## src/rtl/llpm_fork_pkg.sv

```systemverilog
// Shared sizing helpers for LLPM buffered primitives: ceil-log2 and the
// derived occupancy-counter and pointer widths.
package llpm_fork_pkg;

    // Smallest r such that 2**r >= value (0 for value <= 1).
    function automatic int clog2(input int value);
        int r;
        r = 0;
        while ((1 << r) < value) begin
            r++;
        end
        return r;
    endfunction

    // Occupancy counter must represent 0..depth inclusive.
    function automatic int count_width(input int depth);
        return (clog2(depth + 1) < 1) ? 1 : clog2(depth + 1);
    endfunction

    // Read/write pointer width; a single-entry lane still gets one bit.
    function automatic int ptr_width(input int depth);
        return (depth > 1) ? clog2(depth) : 1;
    endfunction

endpackage

```

## src/rtl/fork_lane_fifo.sv

```systemverilog
// Single output lane of buffered_fork: a Depth-entry register FIFO with
// registered-only read data (no fall-through) and an explicit occupancy count.
module fork_lane_fifo
    import llpm_fork_pkg::*;
#(
    parameter int Width = 8,
    parameter int Depth = 2,
    localparam int CW = count_width(Depth)
) (
    input  logic             clk,
    input  logic             resetn,
    input  logic             push,
    input  logic             pop,
    input  logic [Width-1:0] wdata,
    output logic [Width-1:0] rdata,
    output logic [CW-1:0]    count,
    output logic             full,
    output logic             empty
);

    localparam int PW = ptr_width(Depth);
    localparam logic [PW-1:0] LastIdx = PW'(Depth - 1);
    localparam logic [CW-1:0] DepthCount = CW'(Depth);

    logic [Width-1:0] mem [Depth];
    logic [PW-1:0]    wr_ptr;
    logic [PW-1:0]    rd_ptr;
    logic             do_push;
    logic             do_pop;

    assign full    = (count == DepthCount);
    assign empty   = (count == '0);
    assign do_push = push & ~full;
    assign do_pop  = pop & ~empty;
    assign rdata   = mem[rd_ptr];

    // Depth need not be a power of two, so wrap explicitly at the last index.
    function automatic logic [PW-1:0] next_ptr(input logic [PW-1:0] p);
        return (p == LastIdx) ? '0 : p + 1'b1;
    endfunction

    // NOTE: sequential state uses non-blocking assignments so every register
    // samples pre-edge values regardless of statement order.
    always_ff @(posedge clk or negedge resetn) begin
        if (!resetn) begin
            wr_ptr <= '0;
            rd_ptr <= '0;
            count  <= '0;
        end else begin
            if (do_push) begin
                wr_ptr <= next_ptr(wr_ptr);
            end
            if (do_pop) begin
                rd_ptr <= next_ptr(rd_ptr);
            end
            case ({do_push, do_pop})
                2'b10:   count <= count + 1'b1;
                2'b01:   count <= count - 1'b1;
                default: count <= count;
            endcase
        end
    end

    // NOTE: storage is reset deliberately so rdata never carries X out of the
    // read mux, even while the lane is empty; this costs a reset net per bit.
    always_ff @(posedge clk or negedge resetn) begin
        if (!resetn) begin
            for (int i = 0; i < Depth; i++) begin
                mem[i] <= '0;
            end
        end else if (do_push) begin
            mem[wr_ptr] <= wdata;
        end
    end

endmodule

```

## src/rtl/buffered_fork.sv

```systemverilog
// One-to-NumOutputs stream fork with a Depth-entry FIFO per consumer lane.
// Optional FORK_DEST_MASK_EN adds din_mask to push only into selected lanes.
module buffered_fork
    import llpm_fork_pkg::*;
#(
    parameter int Width      = 8,
    parameter int NumOutputs = 4,
    parameter int Depth      = 2,
    localparam int CW = count_width(Depth)
) (
    input  logic                       clk,
    input  logic                       resetn,
    input  logic [Width-1:0]           din,
    input  logic                       din_valid,
    output logic                       din_bp,
`ifdef FORK_DEST_MASK_EN
    input  logic [NumOutputs-1:0]      din_mask,
`endif
    output logic [NumOutputs*Width-1:0] dout,
    output logic [NumOutputs-1:0]      dout_valid,
    input  logic [NumOutputs-1:0]      dout_bp,
    output logic [NumOutputs*CW-1:0]   dout_count
);

    logic [NumOutputs-1:0] sel;
    logic [NumOutputs-1:0] full;
    logic                  accept;

`ifdef FORK_DEST_MASK_EN
    assign sel = din_mask;
`else
    assign sel = '1;
`endif

    // Built from registered lane counts only: a same-cycle pop never frees
    // room for a push, which keeps dout_bp off the din_bp timing path.
    assign din_bp = |(full & sel);
    assign accept = din_valid & ~din_bp;

    for (genvar i = 0; i < NumOutputs; i++) begin : g_lane
        logic             lane_empty;
        logic [Width-1:0] lane_data;
        logic [CW-1:0]    lane_count;

        fork_lane_fifo #(
            .Width (Width),
            .Depth (Depth)
        ) u_fifo (
            .clk    (clk),
            .resetn (resetn),
            .push   (accept & sel[i]),
            .pop    (~lane_empty & ~dout_bp[i]),
            .wdata  (din),
            .rdata  (lane_data),
            .count  (lane_count),
            .full   (full[i]),
            .empty  (lane_empty)
        );

        assign dout[i*Width +: Width]    = lane_data;
        assign dout_count[i*CW +: CW]    = lane_count;
        assign dout_valid[i]             = ~lane_empty;
    end

endmodule

```

## config.mk

```make
export PLATFORM = sky130hd
export DESIGN_NAME = buffered_fork
export DESIGN_NICKNAME = d
export VERILOG_FILES = /design/src/rtl/llpm_fork_pkg.sv /design/src/rtl/fork_lane_fifo.sv /design/src/rtl/buffered_fork.sv
export SDC_FILE = /design/constraint.sdc
export NUM_CORES = 1
export LEC_CHECK = 0
export ABC_CLOCK_PERIOD_IN_PS = 5760
export CAP_MARGIN = 30
export CORE_MARGIN = 1.5
export CORE_UTILIZATION = 60
export DETAILED_ROUTE_END_ITERATION = 8
export DONT_BUFFER_PORTS = 1
export PLACE_DENSITY_LB_ADDON = 0.05
export RECOVER_POWER = 50
export SYNTH_ARGS = -nofsm -noshare
export SYNTH_HDL_FRONTEND = slang
export SYNTH_HIERARCHICAL = 1
export SYNTH_SLANG_ARGS = --single-unit
```

## constraint.sdc

```tcl
create_clock -name clk -period 5.76 [get_ports clk]
set_input_delay 0.288 -clock clk [delete_from_list [all_inputs] [get_ports clk]]
set_output_delay 0.288 -clock clk [all_outputs]
set_load 0.02 [all_outputs]
```

# --- Word level (Yosys, flattened, before mapping) ---
# Cells that the tools add are included.
word_totals:
  reg_bits: 80
  in_bits: 15
  output_inout_bits: 45
  elab_cells: 143
op_classes:
  addsub: 16
  order_cmp: 12
  eq_ne: 12
  mux: 36
  bitwise_logic: 34
  reduce_logical: 13
op_table:
  columns: ["operator", "count"]
  rows:
  - ["2-to-1 mux 8 bit", 16]
  - ["bitwise mux 16 bit", 4]
  - ["demux 8 bit (select 1 bit)", 4]
  - ["equality test 2 bit, second input constant", 8]
  - [">= comparator 2 bit, second input constant", 8]
  - ["inverter 1 -> 2 bit", 8]
  - ["case mux 2 bit (2 select lines)", 4]
  - ["AND 1 bit", 13]
  - ["inverter 1 bit", 13]
  - ["adder 1 bit, second input constant", 8]
  - ["adder 2 x 1 -> 2 bit, second input constant", 4]
  - ["equality test 2 x 1 -> 1 bit, second input constant", 4]
  - ["logical NOT 2 bit", 4]
  - ["< comparator 2 x 1 -> 1 bit, second input constant", 4]
  - ["2-to-1 mux 1 bit", 8]
  - ["nonzero test 2 bit", 4]
  - ["subtractor 2 x 1 -> 2 bit, second input constant", 4]
  - ["logical AND 1 bit", 4]
  - ["OR reduction 4 bit", 1]

# --- Longest topological paths before layout ---
logic_depth:
  depth_word: 7
  ltp_mapped: 9
  mapped_depth_nobuf: 9

# --- Cells and area by module ---
# The synthesis kept the hierarchy.
by_module_without_submodules:
  columns: ["mod", "instances", "cells_per_inst", "area_each_um2", "seq_area_each_um2"]
  rows:
  - ["fork_lane_fifo", 4, 60, 890.9, 500.5]
  - ["buffered_fork", 1, 11, 51.3, 0.0]

# --- Worst setup path after synthesis ---
# Ideal clock, no wire load.
synth_timing:
  kind: "register to register"
  from: "reg g_lane[1].u_fifo.count[0]"
  to: "reg g_lane[0].u_fifo/mem[10] (netlist name)"
  setup_ps: 125
  t_arrival_ps: 2354
  required_ps: 5635
  setup_slack_ps: 3281
  stages_incl_launch_ff: 7
  n_path_buf: 0
  synth_period_minus_slack_ps: 2479
  path_cell_list: "dfrtp_1 > nand2b_2 > inv_2 > or4_4 > nor2_2 > nor3b_4 > mux2_2"
synth_between:
  elab_chain_cells: 5
synth_rtl:
  columns: ["element", "line", "source"]
  rows:
  - ["from (decl)", "fork_lane_fifo.sv:16", "output logic [CW-1:0] count,"]
  - ["from (signal assigned)", "fork_lane_fifo.sv:57", "2'b10: count <= count + 1'b1;"]
  - ["from (signal assigned)", "fork_lane_fifo.sv:58", "2'b01: count <= count - 1'b1;"]
  - ["from (signal assigned)", "fork_lane_fifo.sv:59", "default: count <= count;"]
  - ["equality test 2 bit", "fork_lane_fifo.sv:31", "assign full = (count == DepthCount);"]
  - ["via full[1]", "buffered_fork.sv:26", "logic [NumOutputs-1:0] full;"]
  - ["OR reduction 4 bit", "buffered_fork.sv:37", "assign din_bp = |(full & sel);"]
  - ["via din_bp", "buffered_fork.sv:15", "output logic din_bp,"]
  - ["inverter 1 bit", "buffered_fork.sv:38", "assign accept = din_valid & ~din_bp;"]
  - ["AND 1 bit", "buffered_fork.sv:38", null]
  - ["via accept", "buffered_fork.sv:27", "logic accept;"]
  - ["AND 1 bit", "fork_lane_fifo.sv:33", "assign do_push = push & ~full;"]
  - ["to (signal, indexed assignment)", "fork_lane_fifo.sv:72", "mem[wr_ptr] <= wdata;"]
  - ["to (decl)", "fork_lane_fifo.sv:25", "logic [Width-1:0] mem [Depth];"]
# The timed path passes the listed nets, and every way through them passes these cells.
# A chain may end at the register's enable or synchronous reset.

# --- Worst setup path after layout ---
layout_timing:
  from: "reg g_lane[1].u_fifo.count[0]"
  to: "reg g_lane[2].u_fifo/mem[8] (netlist name)"
layout_between:
  elab_chain_cells: 5
layout_rtl:
  columns: ["element", "line"]
  rows:
  - ["equality test 2 bit", "fork_lane_fifo.sv:31"]
  - ["via full[1]", "buffered_fork.sv:26"]
  - ["OR reduction 4 bit", "buffered_fork.sv:37"]
  - ["via din_bp", "buffered_fork.sv:15"]
  - ["inverter 1 bit", "buffered_fork.sv:38"]
  - ["AND 1 bit", "buffered_fork.sv:38"]
  - ["via accept", "buffered_fork.sv:27"]
  - ["AND 1 bit", "fork_lane_fifo.sv:33"]
  - ["to (signal, indexed assignment)", "fork_lane_fifo.sv:72"]
  - ["to (decl)", "fork_lane_fifo.sv:25"]
# The timed path passes the listed nets, and every way through them passes these cells.

==> out/results.tsv <==
stage	metric	value	unit
hold_path	hold_class	in2reg	
floorplan	core_area	0.00585	mm^2
finish	final_area	0.00391	mm^2
critical_path	worst_ep_required_time	5.99	ns
sta	fin_worst_skew	0.0123	ns
floorplan	die_h	80.6	um
yosys	yosysWarningCount	6	
route	drc_errors	0	
route	wl_per_cell	19.2	um
cts	htreeDepth	3	
floorplan	die_w	80.6	um
route	drtAntennaViolNets	0	
cts	cts_resized	0	
global_routing	grt_max_degree	81	
sta	finalSetupViolCount	0	
yosys	ys.flop_type	dfrtp_1	
critical_path	cp_top_family	simple AND/OR/NAND/NOR gates	
sta	slew_violations	0	
critical_path	cpPeakStageDelay	0.60	ns
yosys	synth.yosys.seq_area_share	55.4	%
yosys	ys_types	17	
cts	clock_tree.root_cell	clkbuf_8	
sta	period_needed	2.78	ns
place	place_worst_setup_slack	2.96	ns
floorplan	start_util	61.8	%
global_routing	grt_pass1_vias	1853	
pwr	total_power	2.67	mW
sta	tightest_slew	0.463	ns
global_routing	grt_pass1_wl	10000	um
flow_run	maxCapViolations	0	
critical_path	cp-start-kind	flop	
sta	finalCritPeriodShare	48.3	%
place	place_inst	318	
sta	fmax	359	MHz
yosys	synth_area_leaders	dfrtp_1, mux2_2, xnor2_1	
sta	slew_headroom	69.1	%
sta	worst_slack	2.98	ns
status	outcome	complete, no violations	
cts	cts_tree	yes	
sta	tns	0	ns
pwr	vdd_drop_max	350	uV
yosys	ys_ff_latch	80	
critical_path	path_class	reg2reg	
critical_path	endpoint_kind	flop	
cts	numCtsBuffers	9	
critical_path	worstPathArrival	3.01	ns
place	place_area	0.00367	mm^2
yosys	synth.most_common_cell	mux2_2	
route	viasPerCell	5.63	
place	port_buffers	0	
critical_path	cpMaxStageDelayCell	or4_4	
route	vias	1890	
route	drtIter0Drc	105	
global_routing	gr-total-overflow	0	
yosys	syn_area_per_cell	14.4	um^2
sta	grt_setup_unrepaired	false	
finish	stdcell_count	336	
route	firstDrtPassIters	4	
yosys	synth.top_cell.area_share	55.4	%
global_routing	grt_usage	21.8	%
sta	finalHoldViolCount	0	
place	gp_congestion	0.709	
cts	clock_latency	0.35	ns
place	hpwl	4160	um
cts	cts_hold_buf	2	
yosys	syn_inst	251	
yosys	ys_top_cells_by_count	mux2_2, dfrtp_1, nor2_1, xnor2_1, xor2_1	
cts	cts_num_sinks	80	
yosys	syn_nets	270	
critical_path	cp_num_buf_inv	1	
route	finalWirelength	6460	um
critical_path	crit_chain	nand2b_2 > inv_2 > or4_4 > nor2_2 > nor3b_4 > mux2_2	
critical_path	cp_max_fo	12	
floorplan	core.rowCount	28	
finish	diodes	0	
finish	drive_above_1_share	46.4	%
floorplan	io_pins	60	
pwr	cellLeakagePower	1.68	nW
finish	final_nets	275	
cts	post_cts_buffers	0	
yosys	syn-cell-area	0.00361	mm^2
yosys	synth_edf_count	0	
floorplan	die_area	0.00650	mm^2
pwr	powerDensity	684	mW/mm^2
global_routing	antenna_found_initial	0	
finish	syn_to_final_growth	8.10	%
yosys	async_flop_share	100	%
cts	clk_pin_slew	0.09	ns
yosys	yosysTopAreaCell	dfrtp_1	
cts	cts_buffer_depth	2	
cell type report:
type                            instances  area, um^2
Sequential cell                        80        2000
Fill cell                             449        1940
Multi-Input combinational cell        154        1540
Clock buffer                            9         124
Tap cell                               75        93.8
Clock inverter                          7        72.6
Timing Repair Buffer                    2        37.5
Inverter                                9        33.8
kinds of logic after synthesis:
| group | synth area share, % |
|---|---|
| adder cells (fa/ha/maj) | 1.38 |
| XOR/XNOR | 4.85 |
| AND/OR/NAND/NOR | 6.58 |
| multiplexers | 29.9 |
| flip-flops | 55.4 |
| buffers and inverters | 1.90 |
worst reg2reg max path, delay by kind of cell (launching register included):
kind | cells | cell delay [ns]
AND/OR/NAND/NOR | 4 | 1.69
buffers and inverters | 1 | 0.06
multiplexers | 1 | 0.39
flip-flops | 1 | 0.53
stage by stage:
step                      utilization [%]  hold WS (ns)
after floorplan                         -      -0.00759
after global placement               62.8      -0.00599
after detailed placement             62.8      -0.00594
after CTS                            66.8        0.0729
after global routing                 66.8        0.0643
final                                66.8        0.0860
power breakdown:
part           internal (mW)  leakage (nW)  switching (mW)
clock                  0.200        0.0952           0.208
sequential             0.856         0.954           0.257
combinational          0.554         0.629           0.596
total                   1.61          1.68            1.06
state kept, by name, summed over array words and instances (netlist names):
| name | cells |
|---|---|
| g_lane.u_fifo/wr_ptr | 4 |
| g_lane.u_fifo/rd_ptr | 4 |
| g_lane.u_fifo/mem | 64 |
| g_lane.u_fifo/count | 8 |
worst paths after layout:
kind / start / endpoint / slack [ns] / cells after the start
max in group asynchronous: resetn / g_lane[2].u_fifo/mem[13] / 4.95 / 2
min in group asynchronous: resetn / g_lane[1].u_fifo/mem[2] / 0.50 / 2
max reg2reg: g_lane[1].u_fifo/count[0] / g_lane[2].u_fifo/mem[8] / 2.98 / 6
min: din[2] / g_lane[1].u_fifo/mem[10] / 0.09 / 1
max: g_lane[1].u_fifo/count[0] / g_lane[2].u_fifo/mem[8] / 2.98 / 6
min reg2reg: g_lane[2].u_fifo/mem[13] / g_lane[2].u_fifo/mem[13] / 0.51 / 1
placed cells by master, fill, tap and decap left out:
master,n
mux2_2,90
bufinv_16,1
and3_1,4
inv_1,5
nor2_1,12
buf_16,1
nand2_1,4
clkinvlp_4,2
dlygate4sd3_1,1
clkinv_4,2
nor3b_4,4
mux2_1,6
nand2b_2,4
inv_2,4
clkbuf_8,9
xnor2_1,12
clkinv_2,2
nor2b_1,4
xor2_1,8
nor2_2,1
or4_4,1
dfrtp_1,80
ha_1,4
routing by layer:
layer / up-vias / track usage, % / routed length [um]
met4: 0 / 9.31 / 87
met3: 8 / 6.25 / 320
met1: 970 / 29.7 / 2980
met2: 38 / 32.6 / 3070
li1: 874 / - / -
met5: - / 0 / 0
Power figures use the tool's default switching activity.
